--- src/rtl/uart_tx_mmio.sv ---
// Memory-mapped 8N1 UART transmitter: TXDATA store pushes a byte into a small FIFO, STATUS load reads flags.
// Latency: a push at edge k drives the start bit from edge k+1; the load path is combinational.
// Backpressure: a store while the FIFO is full is dropped and latches the sticky ovf flag.
module uart_tx_mmio #(
    parameter int          CLK_DIV    = 16,
    parameter int          FIFO_DEPTH = 4,
    parameter logic [31:0] BASE_ADDR  = 32'h0000_FF00
) (
    input  logic        i_clk,
    input  logic        i_arst,
    input  logic        i_we,
    input  logic [31:0] i_address,
    input  logic [31:0] i_write_data,
    output logic [31:0] o_read_data,
    output logic        o_tx,
    output logic        o_busy
);
    localparam int          AW          = $clog2(FIFO_DEPTH);
    localparam int          CW          = AW + 1;
    localparam int          BW          = $clog2(CLK_DIV);
    localparam logic [31:0] STATUS_ADDR = BASE_ADDR + 32'd4;
    localparam logic [CW-1:0] DEPTH_C   = CW'(FIFO_DEPTH);
    localparam logic [BW-1:0] BAUD_LAST = BW'(CLK_DIV - 1);

    typedef enum logic [1:0] {S_IDLE, S_START, S_DATA, S_STOP} state_t;

    state_t         r_state, w_state_nxt;
    logic [7:0]     r_mem [FIFO_DEPTH];
    logic [AW-1:0]  r_wr_ptr, r_rd_ptr;
    logic [CW-1:0]  r_count;
    logic           r_ovf;
    logic [7:0]     r_shift, w_shift_nxt;
    logic [2:0]     r_bit_cnt, w_bit_nxt;
    logic [BW-1:0]  r_baud, w_baud_nxt;
    logic           r_tx, w_tx_nxt;

    logic w_hit_data, w_hit_stat, w_full, w_empty, w_push, w_pop, w_baud_wrap, w_busy;

    assign w_hit_data  = (i_address == BASE_ADDR);
    assign w_hit_stat  = (i_address == STATUS_ADDR);
    assign w_full      = (r_count == DEPTH_C);
    assign w_empty     = (r_count == '0);
    // Full is judged on the pre-edge count, so a same-edge pop cannot rescue a push into a full FIFO.
    assign w_push      = i_we & w_hit_data & ~w_full;
    assign w_pop       = (r_state == S_IDLE) & ~w_empty;
    assign w_baud_wrap = (r_baud == BAUD_LAST);
    assign w_busy      = (r_state != S_IDLE) | ~w_empty;

    assign o_busy      = w_busy;
    assign o_tx        = r_tx;
    assign o_read_data = w_hit_stat ? {28'd0, r_ovf, w_full, w_empty, w_busy} : 32'd0;

    always_ff @(posedge i_clk) begin
        if (w_push) r_mem[r_wr_ptr] <= i_write_data[7:0];
    end

    always_ff @(posedge i_clk or negedge i_arst) begin
        if (!i_arst) begin
            r_wr_ptr <= '0;
            r_rd_ptr <= '0;
            r_count  <= '0;
            r_ovf    <= 1'b0;
        end else begin
            if (w_push) r_wr_ptr <= r_wr_ptr + AW'(1);
            if (w_pop)  r_rd_ptr <= r_rd_ptr + AW'(1);
            case ({w_push, w_pop})
                2'b10:   r_count <= r_count + CW'(1);
                2'b01:   r_count <= r_count - CW'(1);
                default: r_count <= r_count;
            endcase
            if (i_we && w_hit_data && w_full) r_ovf <= 1'b1;
            else if (i_we && w_hit_stat)      r_ovf <= 1'b0;
        end
    end

    always_ff @(posedge i_clk or negedge i_arst) begin
        if (!i_arst) begin
            r_state   <= S_IDLE;
            r_shift   <= '0;
            r_bit_cnt <= '0;
            r_baud    <= '0;
            r_tx      <= 1'b1;
        end else begin
            r_state   <= w_state_nxt;
            r_shift   <= w_shift_nxt;
            r_bit_cnt <= w_bit_nxt;
            r_baud    <= w_baud_nxt;
            r_tx      <= w_tx_nxt;
        end
    end

    always_comb begin
        w_state_nxt = r_state;
        w_shift_nxt = r_shift;
        w_bit_nxt   = r_bit_cnt;
        w_baud_nxt  = w_baud_wrap ? '0 : r_baud + BW'(1);
        case (r_state)
            S_IDLE: begin
                w_baud_nxt = '0;
                if (!w_empty) begin
                    w_state_nxt = S_START;
                    w_shift_nxt = r_mem[r_rd_ptr];
                    w_bit_nxt   = '0;
                end
            end
            S_START: if (w_baud_wrap) w_state_nxt = S_DATA;
            S_DATA: begin
                if (w_baud_wrap) begin
                    if (r_bit_cnt == 3'd7) begin
                        w_state_nxt = S_STOP;
                    end else begin
                        w_shift_nxt = {1'b0, r_shift[7:1]};
                        w_bit_nxt   = r_bit_cnt + 3'd1;
                    end
                end
            end
            S_STOP: if (w_baud_wrap) w_state_nxt = S_IDLE;
            default: w_state_nxt = S_IDLE;
        endcase
        // The line level is registered from the next state so o_tx changes exactly on state edges.
        case (w_state_nxt)
            S_START: w_tx_nxt = 1'b0;
            S_DATA:  w_tx_nxt = w_shift_nxt[0];
            default: w_tx_nxt = 1'b1;
        endcase
    end
endmodule

--- config.mk ---
export PLATFORM = sky130hd
export DESIGN_NAME = uart_tx_mmio
export DESIGN_NICKNAME = d
export VERILOG_FILES = /design/src/rtl/uart_tx_mmio.sv
export SDC_FILE = /design/constraint.sdc
export NUM_CORES = 1
export LEC_CHECK = 0
export BUFFER_PORTS_ARGS = -buffer_cell sky130_fd_sc_hd__buf_2
export CAP_MARGIN = 30
export CELL_PAD_IN_SITES_DETAIL_PLACEMENT = 1
export CELL_PAD_IN_SITES_GLOBAL_PLACEMENT = 1
export CORE_MARGIN = 2
export CORE_UTILIZATION = 38
export CTS_CLUSTER_SIZE = 14
export DETAILED_ROUTE_END_ITERATION = 12
export PLACE_DENSITY_LB_ADDON = 0.1
export SYNTH_ARGS = -nofsm -noshare
export SYNTH_HDL_FRONTEND = slang
export SYNTH_SLANG_ARGS = --single-unit
--- constraint.sdc ---
create_clock -name i_clk -period 2.8 [get_ports i_clk]
set_input_delay 0.14 -clock i_clk [delete_from_list [all_inputs] [get_ports i_clk]]
set_output_delay 0.14 -clock i_clk [all_outputs]
set_load 0.01 [all_outputs]
==> results.md, run 1 <==
- Fin crit period: 2230 ps
- FP Rows: 30
- Post-DP Area: 0.00299 mm²
- WL/cell: 14.4 µm
- Antenna Cells: 0
- Antenna viol nets, final: 0
- Final setup fails: 0
- WS Path Type: flop to flop
- # IOs: 101
- Final instance area: 0.00323 mm²
- Met2 WL: 2740 µm
- Max Root-Sink Buffers: 2
- VDD IR max: 0.252 mV
- Hold slack: 22.2 ps
- First-pass GRT wire length: 8000 µm
- Total CTS buffers: 9
- Area contributors post-synth: edfxtp_1 (35%), dfrtp_1 (23%), buf_4 (7.7%)
- Number of synthesized flops with an enable pin: 32
- Power Dens Cells: 599 mW/mm²
- Crit. End Element: flop
- Slowest stage delay, CP: 450 ps
- Via count: 1669
- Synth cell types: 40
- Slew HR: 0.330
- Multi-input logic area: 966 µm²
- Non-filler instance count after layout: 360
- Met3 WL post-DR: 238 µm
- H-tree depth: 3
- Fin. max-slew vios: 0
- Share of cells above drive strength 1: 0.322
- Slew @ Worst Pin: 1010 ps
- CTS tree: done
- P_leak: 1.43 nW
- Area delta synth->final: 18.1%
- Crit-path cells: or3_1, nand2_1, clkinv_1, ha_1, fa_1, xnor2_1, nor2_1, xor2_1
- Clock transition at the registers of the reported paths: 70 ps
- Die X: 88.8 µm
- Max Cap Violations: 0
- Placed instance count: 342
- Die H: 88.8 µm
- Latest clock arrival within the worst-skew pair: 340 ps
- Fillers: 754
- RSZ-0062 raised after global routing: false
- Starting density of the core: 0.398
- Area share of the largest cell type after synthesis: 0.351
- Final Hold Vio Count: 0
- DRC Markers: 0
- CP startpoint kind: flop
- Final setup TNS: 0 ps
- Syn Inst Count: 200
- Drt total wl: 5190 µm
- Drt initial violations: 62
- IO Port Bufs: 48
- #FFs+latches synth: 58
- Seq/Total Area, Yosys: 0.590
- Hold WC Path Type: input pin to flop
- Vias in the first global route: 1608
- Vias per inst: 4.64
- Storage element area: 0.00161 mm²
- Initial antenna violation count: 0
- Grt ovf: 0
- Gr usage total: 0.140
- Largest area contributor in the netlist: edfxtp_1
- Clk root buf: clkbuf_8
- CORE AREA: 0.00687 mm²
- Critical Path Slowest Stage Cell: dfrtp_1
- Syn Area/Cell: 13.7 µm²
- Asr flop ratio synth: 0.448
- Status: finished, final reports clean
- Placer Congestion: 0.646
- Fmax: 449 MHz
- Largest net degree at the start of global routing: 27
- Final worst path period share: 0.796
- DRT met1 WL: 2170 µm
- Detail Placement HPWL: 3750 µm
- Arr. time, crit path: 2450 ps
- Clock sinks: 58
- Synthesized cell area: 0.00274 mm²
- Dominant synthesized flop cell: edfxtp_1
- Yosys synthesis warning count: 0
- Setup Buffers After CTS: 0
- Critical Path RT: 3030 ps
- Nets: 335
- Clock Skews: 5.28 ps
- Top routing layer used: met4
- DIE AREA: 0.00789 mm²
- First drt pass iteration count: 4
- Crit path max fanout: 5
==> routing by layer <==
metal / track usage / vias to the layer above
met4: 0.0620 / 0
met3: 0.0504 / 6
met1: 0.177 / 836
met2: 0.218 / 33
met5: 0 / -
li1: - / 794
==> cells in the mapped netlist, drive strengths merged, types with 2 or more instances <==
cell	instances
xor2	2
inv	7
xnor2	6
nor3	4
nand4	5
nand2	19
mux2	3
or4	2
and2	5
nor2	4
edfxtp	32
nor3b	3
ha	8
nor4	4
dfrtp	25
a22oi	8
mux4	8
a22o	3
and3	5
buf	31
a21oi	2
==> stage by stage <==
| step | util | setup slack, ps | total power [mW] |
|---|---|---|---|
| after detailed placement | 0.436 | 477 | 1.11 |
| final | 0.470 | 570 | 1.93 |
| after CTS | 0.470 | 558 | 1.96 |
| after global routing | 0.470 | 401 | 2.01 |
| after floorplan | - | 576 | 1.08 |
| after global placement | 0.436 | 516 | 1.10 |
==> cells by family (layout without fill, tap and decap cells) <==
family,after synthesis,in the layout,share of synthesized area
xor+xnor,8,8,0.0256
buf+inv,40,77,0.0942
flops,58,58,0.590
fa+ha+maj,9,9,0.0439
compound gates,17,17,0.0462
simple gates,55,55,0.116
mux,12,12,0.0833
other cells,1,28,0.00137
==> power breakdown <==
part	total [mW]	switching, mW	internal (mW)
clock	0.841	0.343	0.498
combinational	0.117	0.0600	0.0569
sequential	0.975	0.0285	0.947
==> registers in the layout (all words and copies together) (netlist names) <==
signal     cells
r_wr_ptr       2
r_mem         32
r_count        3
r_ovf          1
r_shift        8
r_rd_ptr       2
o_tx           1
r_baud         4
r_state        2
r_bit_cnt      3
==> placed cells by master, fill, tap and decap left out, types with 3 or more instances in the layout <==
cell and count:
nor3b_1 3, conb_1 28, nor4_1 4, and2_2 4, clkbuf_8 9, mux4_2 8
xnor2_1 6, nor3_1 4, dfrtp_1 25, buf_4 3, nand2_1 19, edfxtp_1 32
nand4_1 5, buf_2 48, a22o_1 3, and3_1 5, inv_1 7, a22oi_1 8
ha_1 8, nor2_1 4
==> repair_timing <==
| item | in CTS | in global routing |
|---|---|---|
| endpoints found under the hold margin | 29 | 0 |
| hold buffers | 2 | 0 |
| gates resized for setup | 0 | 0 |
==> critical path: cells and delay by family (launching register included) <==
| kind | cells | cell delay (ps) |
|---|---|---|
| xor gates and xnor gates | 2 | 300 |
| and+or+nand+nor | 3 | 630 |
| buffers and inverters | 1 | 130 |
| DFF | 1 | 450 |
| adders and majority gates | 2 | 620 |
==> final cells by class <==
class | instances | area share
Tap cell | 96 | 0.0372
Inverter | 8 | 0.00930
Clock buffer | 9 | 0.0384
Multi-Input combinational cell | 129 | 0.299
Timing Repair Buffer | 53 | 0.0876
Clock inverter | 7 | 0.0291
Sequential cell | 58 | 0.499
==> final timing paths <==
kind | from | endpoint | slack (ps) | depth (start not counted)
setup / recovery | r_count[0] | r_count[2] | 570 | 8
max in group asynchronous | i_arst | r_count[1] | 2040 | 2
setup reg to reg | r_count[0] | r_count[2] | 570 | 8
hold reg to reg | r_shift[6] | r_shift[5] | 480 | 2
min in group asynchronous | i_arst | r_shift[5] | 350 | 2
hold / removal | i_write_data[7] | r_mem[1][7] | 20 | 1
No activity file was read; power rests on OpenSTA's default activity.
==> run 2: changes to the inputs <==
==> constraint.sdc (replaced) <==
create_clock -name i_clk -period 2.25 [get_ports i_clk]
set_input_delay 0.1125 -clock i_clk [delete_from_list [all_inputs] [get_ports i_clk]]
set_output_delay 0.1125 -clock i_clk [all_outputs]
set_load 0.01 [all_outputs]
==> run 2 against run 1 <==
  * Register-to-register slack got worse by 490 ps
  * Sequential power increased by 24%
  * Combinational power increased by 29%
  * Cell area increased by 4.1%
  * Cell count increased by 3.6%
  * Sequential share of layout area decreased by 2.0 points
  * Count of clock-buffer cells in the layout increased by 2
  * Routed wire length increased by 0.79%
  * Clock power increased by 34%
  * Fmax increased by 2.9%
  * Critical path depth increased by 1
  * Critical path type unchanged
==> results.md, run 2 (same netlist as run 1, synthesis figures left out) <==
- Status: finished, final reports clean (unchanged)
- First-pass GRT wire length: 8230 µm (was 8000 µm)
- Worst Slack Setup Final: 82.7 ps (was 570 ps)
- Die H: 88.8 µm (unchanged)
- Area delta synth->final: 23.0% (was 18.1%)
- Commonest non-fill, non-tap cells in the layout: buf_2 (48), edfxtp_1 (32), conb_1 (28) (unchanged)
- Antenna viol nets, final: 0 (unchanged)
- Non-filler instance count after layout: 373 (was 360)
- Detail Placement HPWL: 3800 µm (was 3750 µm)
- Arr. time, crit path: 2380 ps (was 2450 ps)
- Via count: 1705 (was 1669)
- Final setup TNS: 0 ps (unchanged)
- CP startpoint kind: flop (unchanged)
- CORE AREA: 0.00687 mm² (unchanged)
- Crit path max fanout: 4 (was 5)
- DRC Markers: 0 (unchanged)
- Max Root-Sink Buffers: 2 (unchanged)
- DIE AREA: 0.00789 mm² (unchanged)
- Vias in the first global route: 1712 (was 1608)
- H-tree depth: 3 (unchanged)
- Nets: 348 (was 335)
- Fmax: 461 MHz (was 449 MHz)
- Latest clock arrival within the worst-skew pair: 330 ps (was 340 ps)
- Share of cells above drive strength 1: 0.329 (was 0.322)
- Clk root buf: clkbuf_8 (unchanged)
- Antenna Cells: 0 (unchanged)
- Hold slack: 21.7 ps (was 22.2 ps)
- RSZ-0062 raised after global routing: true (was false)
- Most flops, register: r_mem (unchanged)
- Leading cell type in the layout, fill and taps excluded: buf_2 (unchanged)
- Hold WC Path Type: input pin to flop (unchanged)
- VDD IR max: 0.422 mV (was 0.252 mV)
- FP Rows: 30 (unchanged)
- Slew HR: 0.599 (was 0.330)
- Fin crit period: 2170 ps (was 2230 ps)
- Crit. End Element: flop (unchanged)
- Power Dens Cells: 742 mW/mm² (was 599 mW/mm²)
- Die X: 88.8 µm (unchanged)
- Dpl ws: -44.4 ps (was 477 ps)
- Grt ovf: 0 (unchanged)
- Drt total wl: 5230 µm (was 5190 µm)
- Final worst path period share: 0.963 (was 0.796)
- # IOs: 101 (unchanged)
- Max Cap Violations: 0 (unchanged)
- Initial antenna violation count: 0 (unchanged)
- P_leak: 1.50 nW (was 1.43 nW)
- Fin. max-slew vios: 0 (unchanged)
- Final Hold Vio Count: 0 (unchanged)
- Clock sinks: 58 (unchanged)
- Vias per inst: 4.57 (was 4.64)
- WL/cell: 14.0 µm (was 14.4 µm)
- Placed instance count: 347 (was 342)
- Starting density of the core: 0.398 (unchanged)
- Top Registers: r_mem: 32 flops, r_shift: 8 flops, r_baud: 4 flops (unchanged)
- Final total power: 2.49 mW (was 1.93 mW)
- WS Path Type: flop to flop (unchanged)
- Final setup fails: 0 (unchanged)
- Gr usage total: 0.144 (was 0.140)
- IO Port Bufs: 48 (unchanged)
- Critical Path RT: 2460 ps (was 3030 ps)
- Max FFs per register: 32 (unchanged)
- Largest net degree at the start of global routing: 27 (unchanged)
- First drt pass iteration count: 4 (unchanged)
- Placer Congestion: 0.667 (was 0.646)
- Clock transition at the registers of the reported paths: 60 ps (was 70 ps)
- Total CTS buffers: 9 (unchanged)
- CTS tree: done (unchanged)
- Drt initial violations: 43 (was 62)
- Clock Skews: 5.10 ps (was 5.28 ps)
- Slew @ Worst Pin: 602 ps (was 1010 ps)
run 2: cell type report:
| class | count | area (µm²) |
|---|---|---|
| Clock buffer | 11 | 131 |
| Tap cell | 96 | 120 |
| Fill cell | 738 | 3510 |
| Clock inverter | 5 | 103 |
| Inverter | 8 | 30.0 |
| Timing Repair Buffer | 66 | 395 |
| Multi-Input combinational cell | 129 | 971 |
| Sequential cell | 58 | 1610 |
run 2: per-stage QoR:
step | instance area (µm²) | util
floorplan | 2840 | -
global placement | 3030 | 0.441
detailed placement | 3030 | 0.441
CTS | 3340 | 0.487
global route | 3360 | 0.490
finish | 3360 | 0.490
run 2: path summary, 6_finish.rpt:
path / startpoint / to / slack, ps / cells past startpoint
max: r_count[2] / r_count[2] / 80 / 9
min: i_write_data[7] / r_mem[3][7] / 20 / 1
max reg2reg: r_count[2] / r_count[2] / 80 / 9
min reg2reg: r_shift[2] / r_shift[1] / 480 / 2
max in group asynchronous: i_arst / r_count[1] / 1520 / 2
min in group asynchronous: i_arst / r_bit_cnt[1] / 330 / 2
run 2: critical path: stages (launching register included):
cell,delay (ps)
dfrtp_1,410
nor3b_1,170
nor3b_1,180
nor4b_4,230
inv_1,80
ha_1,230
fa_1,380
xnor2_1,160
nor2_1,70
xor2_1,130
run 2: repair_timing:
item	in CTS	in global routing
resized for setup	0	1
endpoints found under the hold margin	50	0
setup buffers	0	2
endpoints found under the setup margin	0	3
hold buffers	8	0
run 2: power breakdown:
part	total [mW]	leakage, nW	switching (mW)	internal, mW
Clock	1.13	0.114	0.396	0.734
Sequential	1.21	0.637	0.0351	1.18
Combinational	0.151	0.750	0.0738	0.0776
Total	2.49	1.50	0.505	1.99
run 2: layer usage:
metal  vias to the layer above  track usage  share of wire
li1                        818            -              -
met1                       850        0.184           0.42
met2                        33        0.223           0.53
met3                         4       0.0560          0.041
met4                         0       0.0537         0.0084
met5                         -            0              0
==> run 3: changes to the inputs <==
--- a/config.mk
+++ b/config.mk
@@ -5,12 +5,12 @@
 export SDC_FILE = /design/constraint.sdc
 export NUM_CORES = 1
 export LEC_CHECK = 0
-export BUFFER_PORTS_ARGS = -buffer_cell sky130_fd_sc_hd__buf_2
+export BUFFER_PORTS_ARGS = -buffer_cell sky130_fd_sc_hd__buf_4
 export CAP_MARGIN = 30
 export CELL_PAD_IN_SITES_DETAIL_PLACEMENT = 1
 export CELL_PAD_IN_SITES_GLOBAL_PLACEMENT = 1
 export CORE_MARGIN = 2
-export CORE_UTILIZATION = 38
+export CORE_UTILIZATION = 41
 export CTS_CLUSTER_SIZE = 14
 export DETAILED_ROUTE_END_ITERATION = 12
 export PLACE_DENSITY_LB_ADDON = 0.1
==> constraint.sdc (replaced) <==
create_clock -name i_clk -period 2.75 [get_ports i_clk]
set_input_delay 0.1375 -clock i_clk [delete_from_list [all_inputs] [get_ports i_clk]]
set_output_delay 0.1375 -clock i_clk [all_outputs]
set_load 0.01 [all_outputs]
==> run 3 against run 2 <==
  * Via count fell by 2.5%
  * Highest routed layer unchanged
  * Clock power fell by 17%
  * Clock skew rose by 2.3 ps
  * Largest power group unchanged
  * Flip-flop and latch count did not move
  * Fmax fell by 0.81%
  * Critical endpoint unchanged
  * Power fell by 17%
  * Utilization rose by 4.3 points
  * Worst setup slack improved by 480 ps
  * Largest cell class unchanged
  * Sequential share of layout area fell by 0.51 points
==> results.md, run 3 (same netlist as run 1, synthesis figures left out) <==
- VDD IR max: 0.460 mV (was 0.422 mV)
- Initial antenna violation count: 0 (unchanged)
- Final instance area: 0.00340 mm² (was 0.00336 mm²)
- Max FFs per register: 32 (unchanged)
- Critical Path RT: 2960 ps (was 2460 ps)
- Drt initial violations: 45 (was 43)
- Clock sinks: 58 (unchanged)
- Fmax: 458 MHz (was 461 MHz)
- Crit path max fanout: 5 (was 4)
- Clock transition at the registers of the reported paths: 70 ps (was 60 ps)
- RSZ-0062 raised after global routing: false (was true)
- Fin crit period: 2180 ps (was 2170 ps)
- Final worst path period share: 0.795 (was 0.963)
- IO Port Bufs: 48 (unchanged)
- Slew @ Worst Pin: 1020 ps (was 602 ps)
- Commonest non-fill, non-tap cells in the layout: buf_4 (51), edfxtp_1 (32), conb_1 (28) (was buf_2 (48), edfxtp_1 (32), conb_1 (28))
- Final setup TNS: 0 ps (unchanged)
- Grt ovf: 0 (unchanged)
- Crit-path cells: or3_1, nand2_1, clkinv_1, ha_1, fa_1, xnor2_1, nor2_1, xor2_1 (was nor3b_1, nor3b_1, nor4b_4, inv_1, ha_1, fa_1, xnor2_1, nor2_1, xor2_1)
- Clk root buf: clkbuf_8 (unchanged)
- First-pass GRT wire length: 8270 µm (was 8230 µm)
- # IOs: 101 (unchanged)
- Leading cell type in the layout, fill and taps excluded: buf_4 (was buf_2)
- Detail Placement HPWL: 3820 µm (was 3800 µm)
- Largest net degree at the start of global routing: 27 (unchanged)
- Total CTS buffers: 9 (unchanged)
- Final total power: 2.07 mW (was 2.49 mW)
- Arr. time, crit path: 2400 ps (was 2380 ps)
- Max Cap Violations: 0 (unchanged)
- Top Registers: r_mem: 32 flops, r_shift: 8 flops, r_baud: 4 flops (unchanged)
- Fin util: 0.532 (was 0.490)
- Post-DP Area: 0.00309 mm² (was 0.00303 mm²)
- WL/cell: 15.2 µm (was 14.0 µm)
- Die X: 85.7 µm (was 88.8 µm)
- Post_cts resized: 0 (unchanged)
- Antenna Cells: 0 (unchanged)
- Latest clock arrival within the worst-skew pair: 330 ps (about the same)
- Final setup fails: 0 (unchanged)
- Share of cells above drive strength 1: 0.312 (was 0.329)
- Starting density of the core: 0.428 (was 0.398)
- Gr usage total: 0.151 (was 0.144)
- Crit. End Element: flop (unchanged)
- WS Path Type: flop to flop (unchanged)
- Placer Congestion: 0.672 (was 0.667)
- CORE AREA: 0.00639 mm² (was 0.00687 mm²)
- Vias per inst: 4.80 (was 4.57)
- Drt total wl: 5250 µm (was 5230 µm)
- Critical Path Slowest Stage Cell: dfrtp_1 (unchanged)
- Setup Buffers After CTS: 0 (unchanged)
- First drt pass iteration count: 3 (was 4)
- DRC Markers: 0 (unchanged)
- Final Hold Vio Count: 0 (unchanged)
- Power Dens Cells: 608 mW/mm² (was 742 mW/mm²)
- Max Root-Sink Buffers: 2 (unchanged)
- Clock Skews: 7.43 ps (was 5.10 ps)
- CTS tree: done (unchanged)
- Fillers: 668 (was 738)
- Area delta synth->final: 24.3% (was 23.0%)
- Reg2reg setup slack: 570 ps (was 80 ps)
- Slew HR: 0.319 (was 0.599)
- CP startpoint kind: flop (unchanged)
- Most flops, register: r_mem (unchanged)
- Antenna viol nets, final: 0 (unchanged)
- P_leak: 1.50 nW (about the same)
- Slowest stage delay, CP: 450 ps (was 410 ps)
- Status: finished, final reports clean (unchanged)
- Nets: 340 (was 348)
- DIE AREA: 0.00734 mm² (was 0.00789 mm²)
- Via count: 1662 (was 1705)
- Fin. max-slew vios: 0 (unchanged)
- Die H: 85.7 µm (was 88.8 µm)
- FP Rows: 29 (was 30)
- H-tree depth: 3 (unchanged)
- Hold WC Path Type: input pin to flop (unchanged)
- Vias in the first global route: 1722 (was 1712)
==> run 3: metrics by stage <==
step / setup WS, ps / cells / hold WS [ps]
global route: 390 / 346 / 3.89
global placement: 441 / 323 / 75.1
finish: 565 / 346 / 20.6
detailed placement: 427 / 323 / 74.1
CTS: 544 / 346 / 2.96
floorplan: 528 / 227 / -158
==> run 3: timing repair <==
action | CTS | global route
hold endpoints to repair | 49 | 0
setup endpoints to repair | 0 | 0
hold buffers | 7 | 0
==> run 3: cell type report <==
cell class | count | area, µm² | share of cell area
sequential | 58 | 1610 | 0.474
timing repair buffer | 58 | 453 | 0.133
multi-input combinational | 129 | 966 | 0.284
clock inverter | 7 | 118 | 0.0346
clock buffer | 9 | 124 | 0.0364
tap | 77 | 96.3 | 0.0283
inverter | 8 | 30.0 | 0.00883
==> run 3: final timing paths <==
path / start / endpoint / cells past startpoint
worst min register to register: r_shift[2] / r_shift[1] / 2
min in group asynchronous: i_arst / r_state[1] / 2
worst max-delay path: r_count[0] / r_count[2] / 8
max in group asynchronous: i_arst / o_tx / 2
worst max register to register: r_count[0] / r_count[2] / 8
worst min-delay path: i_write_data[1] / r_mem[2][1] / 1
==> run 3: power breakdown <==
part	switching (mW)	internal (mW)
Clock	0.336	0.600
Sequential	0.0280	0.964
Combinational	0.0607	0.0792
==> run 3: metal layers <==
metal	wire (µm)	vias up	global-route usage
li1	-	805	-
met5	0	-	0
met4	72	0	0.0606
met3	173	7	0.0491
met1	2340	821	0.196
met2	2660	29	0.234
==> run 3: critical path, delay by kind of cell (launching register included) <==
kind	cells	cell delay, ps
adder cells (fa/ha/maj)	2	610
XOR/XNOR	2	290
buffers and inverters	1	110
AND/OR/NAND/NOR	3	620
flip-flops	1	450
